--- src/rtl/os_clmul_pkg.sv ---
// Shared types and helpers for the carry-less multiply-accumulate block.
package os_clmul_pkg;

  typedef enum logic [1:0] {
    ST_IDLE = 2'd0,
    ST_ACC  = 2'd1,
    ST_HOLD = 2'd2
  } state_e;

  // AES field polynomial x^8 + x^4 + x^3 + x + 1
  localparam logic [8:0] DEFAULT_POLY = 9'h11B;

  // Width of a W x W carry-less product
  function automatic int unsigned clmul_w(input int unsigned w);
    return 2 * w - 1;
  endfunction

endpackage

--- src/rtl/os_clmul_lane.sv ---
// Combinational W x W carry-less (GF(2) polynomial) multiplier.
module os_clmul_lane
  import os_clmul_pkg::*;
#(
  parameter int unsigned W = 8
) (
  input  logic [W-1:0]          a,
  input  logic [W-1:0]          b,
  output logic [clmul_w(W)-1:0] prod_c
);

  // Product bit k collects every partial product a[i]&b[j] with i+j == k
  always_comb begin
    prod_c = '0;
    for (int i = 0; i < int'(W); i++) begin
      for (int j = 0; j < int'(W); j++) begin
        prod_c[i+j] = prod_c[i+j] ^ (a[i] & b[j]);
      end
    end
  end

endmodule

--- src/rtl/os_clmul_acc.sv ---
// Multi-lane carry-less multiply-accumulate with valid/ready in and out.
// Build option: define OS_CLMUL_REDUCE_EN to reduce each beat modulo POLY.
module os_clmul_acc
  import os_clmul_pkg::*;
#(
  parameter int unsigned W     = 8,
  parameter int unsigned LANES = 2,
  parameter int unsigned CNT_W = 8,
  parameter logic [W:0]  POLY  = (W+1)'(DEFAULT_POLY)
) (
  input  logic                  clk,
  input  logic                  rst,
  input  logic                  in_valid,
  output logic                  in_ready,
  input  logic [LANES*W-1:0]    in_a,
  input  logic [LANES*W-1:0]    in_b,
  input  logic                  in_first,
  input  logic                  in_last,
  output logic                  out_valid,
  input  logic                  out_ready,
  output logic [clmul_w(W)-1:0] out_data,
  output logic [CNT_W-1:0]      out_beats,
  output logic                  out_ovf
);

  localparam int unsigned PW = clmul_w(W);
  localparam logic [CNT_W-1:0] CNT_MAX = {CNT_W{1'b1}};

  state_e           state;
  logic [PW-1:0]    acc;
  logic [CNT_W-1:0] cnt;
  logic             ovf;

  logic [PW-1:0]    lane_p [LANES];
  logic [PW-1:0]    beat_c;
  logic [PW-1:0]    p_c;
  logic             accept_c;
  logic             out_hs_c;
  logic             restart_c;
  logic [PW-1:0]    acc_nx_c;
  logic [CNT_W-1:0] cnt_nx_c;
  logic             ovf_nx_c;

  for (genvar l = 0; l < int'(LANES); l++) begin : g_lane
    os_clmul_lane #(.W(W)) u_lane (
      .a      (in_a[l*W +: W]),
      .b      (in_b[l*W +: W]),
      .prod_c (lane_p[l])
    );
  end

  always_comb begin
    beat_c = '0;
    for (int l = 0; l < int'(LANES); l++) begin
      beat_c = beat_c ^ lane_p[l];
    end
  end

`ifdef OS_CLMUL_REDUCE_EN
  logic [PW-1:0] red_c;

  // Long division from the top bit down clears every bit at or above W
  always_comb begin
    red_c = beat_c;
    for (int k = int'(PW) - 1; k >= int'(W); k--) begin
      if (red_c[k]) begin
        red_c = red_c ^ (PW'(POLY) << (k - int'(W)));
      end
    end
    p_c = {(PW-W)'(0), red_c[W-1:0]};
  end
`else
  logic unused_poly;

  assign unused_poly = ^POLY;
  assign p_c         = beat_c;
`endif

  assign in_ready  = !out_valid | out_ready;
  assign accept_c  = in_valid & in_ready;
  assign out_hs_c  = out_valid & out_ready;
  // Outside ACC every beat opens a new accumulation; in ACC in_first restarts
  assign restart_c = in_first | (state != ST_ACC);

  always_comb begin
    acc_nx_c = acc ^ p_c;
    cnt_nx_c = (cnt == CNT_MAX) ? cnt : cnt + CNT_W'(1);
    ovf_nx_c = ovf | (cnt == CNT_MAX);
    if (restart_c) begin
      acc_nx_c = p_c;
      cnt_nx_c = CNT_W'(1);
      ovf_nx_c = 1'b0;
    end
  end

  always_ff @(posedge clk) begin
    if (rst) begin
      state     <= ST_IDLE;
      acc       <= '0;
      cnt       <= '0;
      ovf       <= 1'b0;
      out_valid <= 1'b0;
      out_data  <= '0;
      out_beats <= '0;
      out_ovf   <= 1'b0;
    end else begin
      if (out_hs_c) begin
        out_valid <= 1'b0;
      end
      if (accept_c) begin
        acc <= acc_nx_c;
        cnt <= cnt_nx_c;
        ovf <= ovf_nx_c;
        if (in_last) begin
          state     <= ST_HOLD;
          out_valid <= 1'b1;
          out_data  <= acc_nx_c;
          out_beats <= cnt_nx_c;
          out_ovf   <= ovf_nx_c;
        end else begin
          state <= ST_ACC;
        end
      end else if (out_hs_c) begin
        state <= ST_IDLE;
      end
    end
  end

endmodule

--- config.mk ---
export PLATFORM = sky130hd
export DESIGN_NAME = os_clmul_acc
export DESIGN_NICKNAME = d
export VERILOG_FILES = /design/src/rtl/os_clmul_pkg.sv /design/src/rtl/os_clmul_lane.sv /design/src/rtl/os_clmul_acc.sv
export SDC_FILE = /design/constraint.sdc
export NUM_CORES = 1
export LEC_CHECK = 0
export ABC_AREA = 1
export ABC_CLOCK_PERIOD_IN_PS = 3000
export CAP_MARGIN = 20
export CELL_PAD_IN_SITES_DETAIL_PLACEMENT = 0
export CELL_PAD_IN_SITES_GLOBAL_PLACEMENT = 1
export CORE_MARGIN = 4
export CORE_UTILIZATION = 42
export CTS_BUF_LIST = sky130_fd_sc_hd__clkbuf_16
export DETAILED_ROUTE_END_ITERATION = 10
export GPL_ROUTABILITY_DRIVEN = 0
export PLACE_DENSITY = 0.84
export SKIP_LAST_GASP = 1
export SLEW_MARGIN = 20
export SYNTH_ARGS = -nofsm -noshare
export SYNTH_HDL_FRONTEND = slang
export SYNTH_SLANG_ARGS = --single-unit
--- constraint.sdc ---
create_clock -name clk -period 3 [get_ports clk]
set_input_delay 0.3 -clock clk [delete_from_list [all_inputs] [get_ports clk]]
set_output_delay 0.3 -clock clk [all_outputs]
set_load 0.005 [all_outputs]
### After elaboration in Yosys (flattened, before gate mapping)

Index checks and enable logic that the tools add are counted.
Widths: inputs -> output; s select.

| word-level totals | value |
|---|---|
| register bits | 51 |
| input port bits | 38 |

| operators by class | value |
|---|---|
| $add $sub $neg | 1 |
| equal/unequal tests | 2 |
| muxes and demuxes | 10 |
| bitwise gates (word level) | 233 |
| reduce and logical (&&, ||, !) cells | 3 |

Operators by type and width:

| operator | number |
|---|---|
| $and 1x1->1 | 130 |
| $xor 1x1->1 | 98 |
| $xor 15x15->15 | 2 |
| $mux 8 | 2 |
| $mux 15 | 1 |
| $add 8x1->8 const B | 1 |
| $eq 8x8->1 const B | 1 |
| $mux 2 | 3 |
| $mux 1 | 4 |
| $or 1x1->1 | 3 |
| $ne 2x1->1 const B | 1 |
| $reduce_and 2->1 | 1 |
| $reduce_bool 2->1 | 1 |
| $logic_not 1->1 | 1 |

### Depth between registers and ports, before layout

Gate-level depths: netlist of run 1.

| logic depth | value |
|---|---|
| depth in word-level cells | 11 |
| mapped depth | 17 |

### Cells and area by module

A second synthesis of run 1 with hierarchy kept.

| second synthesis, totals | value |
|---|---|
| cells, all modules | 695 |
| area, all modules | 4539.4 um2 |

Modules (own cells, without submodules):

| module | times used | cells each | area an instance (um2) | seq. area each (um2) |
|---|---|---|---|---|
| os_clmul_lane | 2 | 206 | 1142.3 | 0.0 |
| os_clmul_acc | 1 | 283 | 2254.7 | 1021.0 |

### Worst setup path after synthesis of run 1

No wires, ideal clock.

| path | value |
|---|---|
| kind | flip-flop to flip-flop |
| start point | reg cnt[0] |
| end point | reg cnt[3] |
| library setup time | 0.128 ns |
| arrival time | 1.414 ns |
| required time | 2.872 ns |
| slack | 1.457 ns |
| stages on the path, launching flop included | 11 |
| buffers on the path | 0 |
| clock period less this slack | 1.543 ns |
| path through | dfxtp_1 > ha_1 > nand2_1 > nor3_1 > nand2_1 > nor2_4 > inv_1 > nand2_1 > a21oi_1 > o21ai_0 > a21oi_1 |

| between the ends | value |
|---|---|
| longest elaborated chain between the ends | 3 |
| elaborated cells between the ends (all ways) | 4 |
| those cells by class | add/sub: 1; eq/ne: 1; mux: 2 |

RTL lines:

| what | line | text |
|---|---|---|
| start: declaration | os_clmul_acc.sv:31 | `logic [CNT_W-1:0] cnt;` |
| start signal: assignment | os_clmul_acc.sv:112 | `cnt <= cnt_nx_c;` |
| $add 8x1->8 or $eq 8x8->1 (tied branches) | os_clmul_acc.sv:87 | `cnt_nx_c = (cnt == CNT_MAX) ? cnt : cnt + CNT_W'(1);` |
| $mux 8 * | os_clmul_acc.sv:87 |  |
| $mux 8 * | os_clmul_acc.sv:89 | `if (restart_c) begin` |

Mark *: on every way between the ends. The rest lies on a longest branch, timed or not.
A chain may end at the register's enable or synchronous reset.

### Worst setup path in the final report of run 1

| path | value |
|---|---|
| start point | in out_ready |
| end point | reg out_data[1] |

| between the ends | value |
|---|---|
| longest elaborated chain between the ends | 3 |

RTL lines:

| what | line | text |
|---|---|---|
| start: declaration | os_clmul_acc.sv:20 | `input logic out_ready,` |
| $or 1x1->1 | os_clmul_acc.sv:79 | `assign in_ready = !out_valid \| out_ready;` |
| $and 1x1->1 | os_clmul_acc.sv:80 | `assign accept_c = in_valid & in_ready;` |
| $reduce_and 2->1 (no line) | -- |  |
| end signal: assignment | os_clmul_acc.sv:117 | `out_data <= acc_nx_c;` |
| end: declaration | os_clmul_acc.sv:21 | `output logic [clmul_w(W)-1:0] out_data,` |

No other way between the ends.

==> results of run 1 <==
[Yosys cell counts (17+ instances only)]
| library cell | n |
|---|---|
| nand2_1 | 280 |
| xnor2_1 | 48 |
| o21ai_0 | 43 |
| xor2_1 | 31 |
| nor2_1 | 28 |
| a21oi_1 | 40 |
| xnor2_2 | 17 |
| dfxtp_1 | 51 |
| buf_4 | 24 |
| inv_1 | 81 |
| nand3_1 | 40 |
[power by group]
group          internal [mW]  switching [mW]  total [mW]
logic                  0.345           0.454       0.799
clock network          0.394           0.247       0.641
registers              0.737          0.0273       0.764
[layer usage]
metal / up-vias / part of all wire, % / global-route usage [%] / routed length [µm]
met5: - / 0 / 0 / 0
met1: 1956 / 47 / 24.09 / 5307
met2: 102 / 46 / 31.71 / 5232
met4: 0 / 1.2 / 3.766 / 132
met3: 10 / 5.6 / 1.910 / 633
li1: 2321 / - / - / -
[state kept, by name (all words and copies together), names as in the netlist]
name / count
out_beats: 8
state: 2
cnt: 8
out_data: 15
ovf: 1
acc: 15
out_ovf: 1
out_valid: 1
[cells by family after synthesis]
| kind of cell | synth area share (%) |
|---|---|
| xor gates and xnor gates | 21.09 |
| buffers and inverters | 14.36 |
| adders and majority gates | 0.2679 |
| and+or+nand+nor | 31.67 |
| DFF | 21.86 |
| AOI/OAI and AO/OA | 10.74 |
[area by class of cell]
| class | count | area share (%) |
|---|---|---|
| Clock inverter | 3 | 0.7966 |
| Clock buffer | 5 | 2.343 |
| Multi-Input combinational cell | 559 | 55.76 |
| Inverter | 90 | 6.326 |
| Timing Repair Buffer | 67 | 12.37 |
| Sequential cell | 51 | 19.12 |
| Tap cell | 140 | 3.280 |
[tightest hold or removal path: stages, from the launching register on]
cell,delay (ns)
dfxtp_1,0.31
nand2_1,0.06
nand2_1,0.04
[worst paths after layout]
path | start | end | slack, ns
hold / removal | out_data[7] | out_data[7] | 0.46
setup reg to reg | cnt[0] | out_beats[3] | 1.13
hold reg to reg | out_data[7] | out_data[7] | 0.46
setup / recovery | out_ready | out_data[1] | 1.03
[stage by stage]
step | utilization, % | setup WS (ns) | hold slack (ns)
3_5_place_dp | 47.71 | 0.6907 | 0.4539
4_1_cts | 49.26 | 0.9872 | 0.4655
6_report | 49.26 | 1.026 | 0.4591
5_1_grt | 49.26 | 0.7184 | 0.4837
2_1_floorplan | - | 1.457 | 0.4406
3_3_place_gp | 47.71 | 0.7126 | 0.4420
==> summary.md, run 1 <==
| Metric | Value |
|---|---|
| Run status | `completed` |
| Most common cell after layout, fill and taps aside | `nand2_1` |
| Period utilisation layout | `65.82%` |
| Post-Synthesis Cells | `748` |
| Finished Layout Cells | `slightly above 900` |
| Lkg Pwr | `around 2.6 nW` |
| Die Height | `approximately 110 µm` |
| Vias in the first global route | `4179` |
| DP Area | `approximately 5200 µm²` |
| First-pass DRT Iterations | `4` |
| First-pass GRT wire length | `19.40 mm` |
| Max-Cap Viols | `0` |
| Post CTS Setup Buffer Count | `0` |
| Largest net degree at the start of global routing | `37` |
| Routed Wire Length | `between 10 and 15 mm` |
| Peak VDD IR | `0.3252 mV` |
| Fillers | `approximately 1200` |
| Setup tns final | `0 ns` |
| Top delay family on crit path | `buffers and inverters` |
| Layout cells sized above 1 | `under 10%` |
| Mean Syn Cell Area | `about 6.2 µm²` |
| Num Clock Sinks | `roughly 50` |
| Clock transition at path regs | `0.06 ns` |
| Netlist cell types | `28` |
| Die area | `about 13000 µm²` |
| DRC | `0` |
| Crit Path Class | `input port to register` |
| Clock Tree Buf Depth | `2` |
| Sequential area share after synthesis | `21.86%` |
| Htree depth | `2` |
| Post-route cell area | `5340 µm²` |
| DR WL/cell | `between 10 and 15 µm` |
| Share of Yosys cell area claimed by the top area cell type | `a little under a quarter` |
| Synth Flop Type | `dfxtp_1` |
| Vias per inst | `4.797` |
| Syn nets | `787` |
| Largest stage delay, worst path | `approximately 0.5 ns` |
| PD cells | `between 400 and 500 nW/µm²` |
| Cts-stage hold buffer count | `0` |
| Critical Path Stages | `10` |
| Worst Hold Depth | `2` |
| Top cells by area, synth | `nand2_1, dfxtp_1, xnor2_1, inv_1, xnor2_2` |
| CTS tree | `built` |
| Area delta synth->final | `14.36%` |
| RSZ-0062 raised after global routing | `false` |
| Ys async rst share | `0%` |
| Row count | `38` |
| Setup crit end kind | `register` |
| Worst Path Required | `3.23 ns` |
| Routed vias | `4389` |
| Final hold vios | `0` |
| Crit-path slowest cell | `inv_2` |
| Initial Util | `43.07%` |
| Cell accounting for the most synthesized area | `nand2_1` |
| Syn. warnings | `0` |
| Placed cells | `907` |
| CP Cell Sequence | `clkdlybuf4s50_1 > inv_1 > nand2_1 > nand2_1 > inv_1 > nand2_1 > inv_2 > o21ai_0 > o21bai_1 > inv_1` |
| Area of the multi-input gates | `2978 µm²` |
| Detailed placement HPWL | `8.775 mm` |
| Post-cts sizing count | `0` |
| Nets | `between 800 and 900` |
| GRT Total Usage | `18.08%` |
| Core area | `10840 µm²` |
| Most frequent cells in the layout | `nand2_1, inv_1, clkdlybuf4s50_1` |
| Final Power | `2.204 mW` |
| Die Width | `about 110 µm` |
| Total CTS buffers | `5` |
| Final Setup Violations | `0` |
| Latest clock arrival within the worst-skew pair | `0.29 ns` |
| Post-layout min period | `just under 2 ns` |
| CP Max Fanout | `36` |
| Post-route ant nets | `0` |
| CP arrival | `roughly 2.2 ns` |
| Post-synth EDFFs | `0` |
| Hold Path Class | `register to register` |
| Reg2Reg Depth | `10` |
| Flops & latches, synth | `51` |
| Initial antenna violation count | `0` |
| Worst-Margin Slew | `0.9001 ns` |
| Buf+Inv Stages, Crit Path | `5` |
| Initial drt markers | `252` |
| Fmax | `506.5 MHz` |
| Synth Cell Area | `~4700 µm²` |
| Slew Limit Fails | `0` |
| Layout Skew | `0.007165 ns` |
| Startpoint types | `input port` |
| Port bufs | `63` |
| Reg area | `1021 µm²` |
| Num ports | `64` |
| Root Driver | `clkbuf_16` |
| Relative slew slack | `around two fifths` |
| Total congestion overflow | `0` |
| Antenna Cells | `0` |
No activity file was read; power rests on OpenSTA's default activity.
==> inputs of run 2 (changes only) <==
Settings changed: ABC_CLOCK_PERIOD_IN_PS 3000 to 1900, CORE_UTILIZATION 42 to 39, PLACE_DENSITY 0.84 to 0.78.
Clock period 3 ns to 1.9 ns, I/O delays scaled along.
==> summary.md, run 2 (same netlist as run 1, synthesis figures left out) <==
| Metric | Value |
|---|---|
| Row count | `39 (+2.6%)` |
| Most frequent cells in the layout | `nand2_1, inv_1, buf_4` |
| Total CTS buffers | `5 (unchanged)` |
| Max-Cap Viols | `0 (unchanged)` |
| Clock Tree Buf Depth | `2 (unchanged)` |
| Run status | `completed` |
| Peak VDD IR | `0.3343 mV (+2.8%)` |
| Reg area | `1022 µm² (+0.12%)` |
| Die Width | `117.4 µm (+3.5%)` |
| CP arrival | `1.92 ns (-0.29 ns)` |
| CP Cell Sequence | `clkdlybuf4s50_1 > buf_4 > nand2_1 > xor2_2 > xor2_1 > nand2_1 > nand2_1 > xor2_1 > a21oi_1` |
| Area delta synth->final | `26.53%` |
| Lkg Pwr | `2.992 nW (+14%)` |
| Startpoint types | `input port` |
| Routed vias | `4550 (+3.7%)` |
| Post-route ant nets | `0 (unchanged)` |
| Root Driver | `clkbuf_16` |
| Fmax | `between 500 and 600 MHz` |
| Final core utilization | `51.09% (+1.8 points)` |
| Most common cell after layout, fill and taps aside | `nand2_1` |
| Crit Path Class | `input port to register` |
| CP Max Fanout | `6 (-83%)` |
| Fillers | `1190 (+3.2%)` |
| Pre-CTS worst setup slack | `-0.2208 ns (-0.9115 ns)` |
| Vias in the first global route | `4324 (+3.5%)` |
| Placed cells | `973 (+7.3%)` |
| Worst Path Required | `2.06 ns (-1.17 ns)` |
| Vias per inst | `4.629 (-3.5%)` |
| Initial Util | `40.38% (-2.7 points)` |
| Crit-path slowest cell | `clkdlybuf4s50_1` |
| Core area | `11560 µm² (+6.7%)` |
| PD cells | `611.1 nW/µm² (+48%)` |
| First-pass DRT Iterations | `5 (+1)` |
| Period utilisation layout | `92.86%` |
| Initial antenna violation count | `0 (unchanged)` |
| Detailed placement HPWL | `9.634 mm (+9.8%)` |
| Die Height | `117.4 µm (+3.5%)` |
| Setup crit end kind | `register` |
| CTS tree | `built` |
| Biggest regs | `acc (15), out_data (15)` |
| Total congestion overflow | `0 (unchanged)` |
| Num ports | `64 (unchanged)` |
| Slew Limit Fails | `0 (unchanged)` |
| Initial drt markers | `298 (+18%)` |
| Htree depth | `2 (unchanged)` |
| Final setup margin | `0.1357 ns (-0.8898 ns)` |
| Latest clock arrival within the worst-skew pair | `0.29 ns (about the same)` |
| Relative slew slack | `77.08% (+37 points)` |
| RSZ-0062 raised after global routing | `true` |
| Largest stage delay, worst path | `0.64 ns (+0.14 ns)` |
| Hold Path Class | `register to register` |
| Die area | `13790 µm² (+7.1%)` |
| Antenna Cells | `0 (unchanged)` |
| DRC | `0 (unchanged)` |
| Port bufs | `63 (unchanged)` |
| Worst-Margin Slew | `0.3426 ns (-0.5576 ns)` |
| GRT Total Usage | `17.06% (-1.0 points)` |
| Final hold vios | `0 (unchanged)` |
| Layout cells sized above 1 | `14.05% (+8.0 points)` |
| DR WL/cell | `12.17 µm (-1.5%)` |
| Most used cell along the critical path | `nand2_1` |
| Routed Wire Length | `11.96 mm (+5.8%)` |
| Finished Layout Cells | `983 (+7.4%)` |
| Cts-stage hold buffer count | `0 (unchanged)` |
| Layout Skew | `0.008615 ns (+0.001450 ns)` |
| Nets | `878 (+8.0%)` |
| Area of the multi-input gates | `3008 µm² (+1.0%)` |
| Post-layout min period | `1.764 ns` |
| Num Clock Sinks | `51 (unchanged)` |
| Final Setup Violations | `0 (unchanged)` |
| Largest net degree at the start of global routing | `29 (-22%)` |
| Clock transition at path regs | `0.06 ns (about the same)` |
| First-pass GRT wire length | `19.94 mm (+2.8%)` |
## run 2: routing by layer
metal | part of all wire, % | vias up | GRT usage, %
li1 | - | 2447 | -
met2 | 48 | 69 | 30.56
met1 | 48 | 2026 | 22.03
met4 | 1.3 | 0 | 3.519
met3 | 3.0 | 8 | 2.117
met5 | 0 | - | 0
## run 2: worst paths after layout
kind | startpoint | cells past startpoint | end | slack [ns]
setup / recovery | in_a[4] | 9 | acc[11] | 0.14
hold / removal | out_data[8] | 2 | out_data[8] | 0.46
setup reg to reg | cnt[1] | 9 | cnt[0] | 0.17
hold reg to reg | out_data[8] | 2 | out_data[8] | 0.46
## run 2: final cells by class
| type | count | share of cell area, % |
|---|---|---|
| clock buffer | 5 | 2.118 |
| inverter | 90 | 5.718 |
| timing repair buffer | 132 | 20.20 |
| sequential | 51 | 17.30 |
| multi-input combinational | 559 | 50.91 |
| tap | 143 | 3.028 |
| clock inverter | 3 | 0.7200 |
## run 2: where the power goes
part	internal, mW	total [mW]	switching [mW]
combinational	0.648	1.39	0.747
clock	0.622	1.01	0.387
sequential	1.16	1.21	0.0436
## run 2: timing repair
| item | CTS | global route |
|---|---|---|
| resized for setup | 0 | 9 |
| setup endpoints to repair | 0 | 15 |
| buffers inserted | 0 | 2 |
## run 2: stage by stage
| step | TNS, ns | instance area (µm²) | hold WS, ns | power, mW |
|---|---|---|---|---|
| floorplan | 0 | 4669 | 0.3826 | 2.188 |
| CTS | 0 | 5854 | 0.4645 | 3.642 |
| detailed placement | -2.383 | 5687 | 0.4548 | 2.624 |
| global route | -0.1354 | 5908 | 0.4924 | 3.867 |
| global placement | -1.643 | 5687 | 0.4380 | 2.592 |
| finish | 0 | 5908 | 0.4617 | 3.610 |
## run 2: critical path, delay by kind of cell
| kind | cells | cell delay, ns |
|---|---|---|
| xor gates and xnor gates | 3 | 0.57 |
| buffers and inverters | 2 | 0.82 |
| AOI/OAI and AO/OA | 1 | 0.11 |
| and+or+nand+nor | 3 | 0.21 |
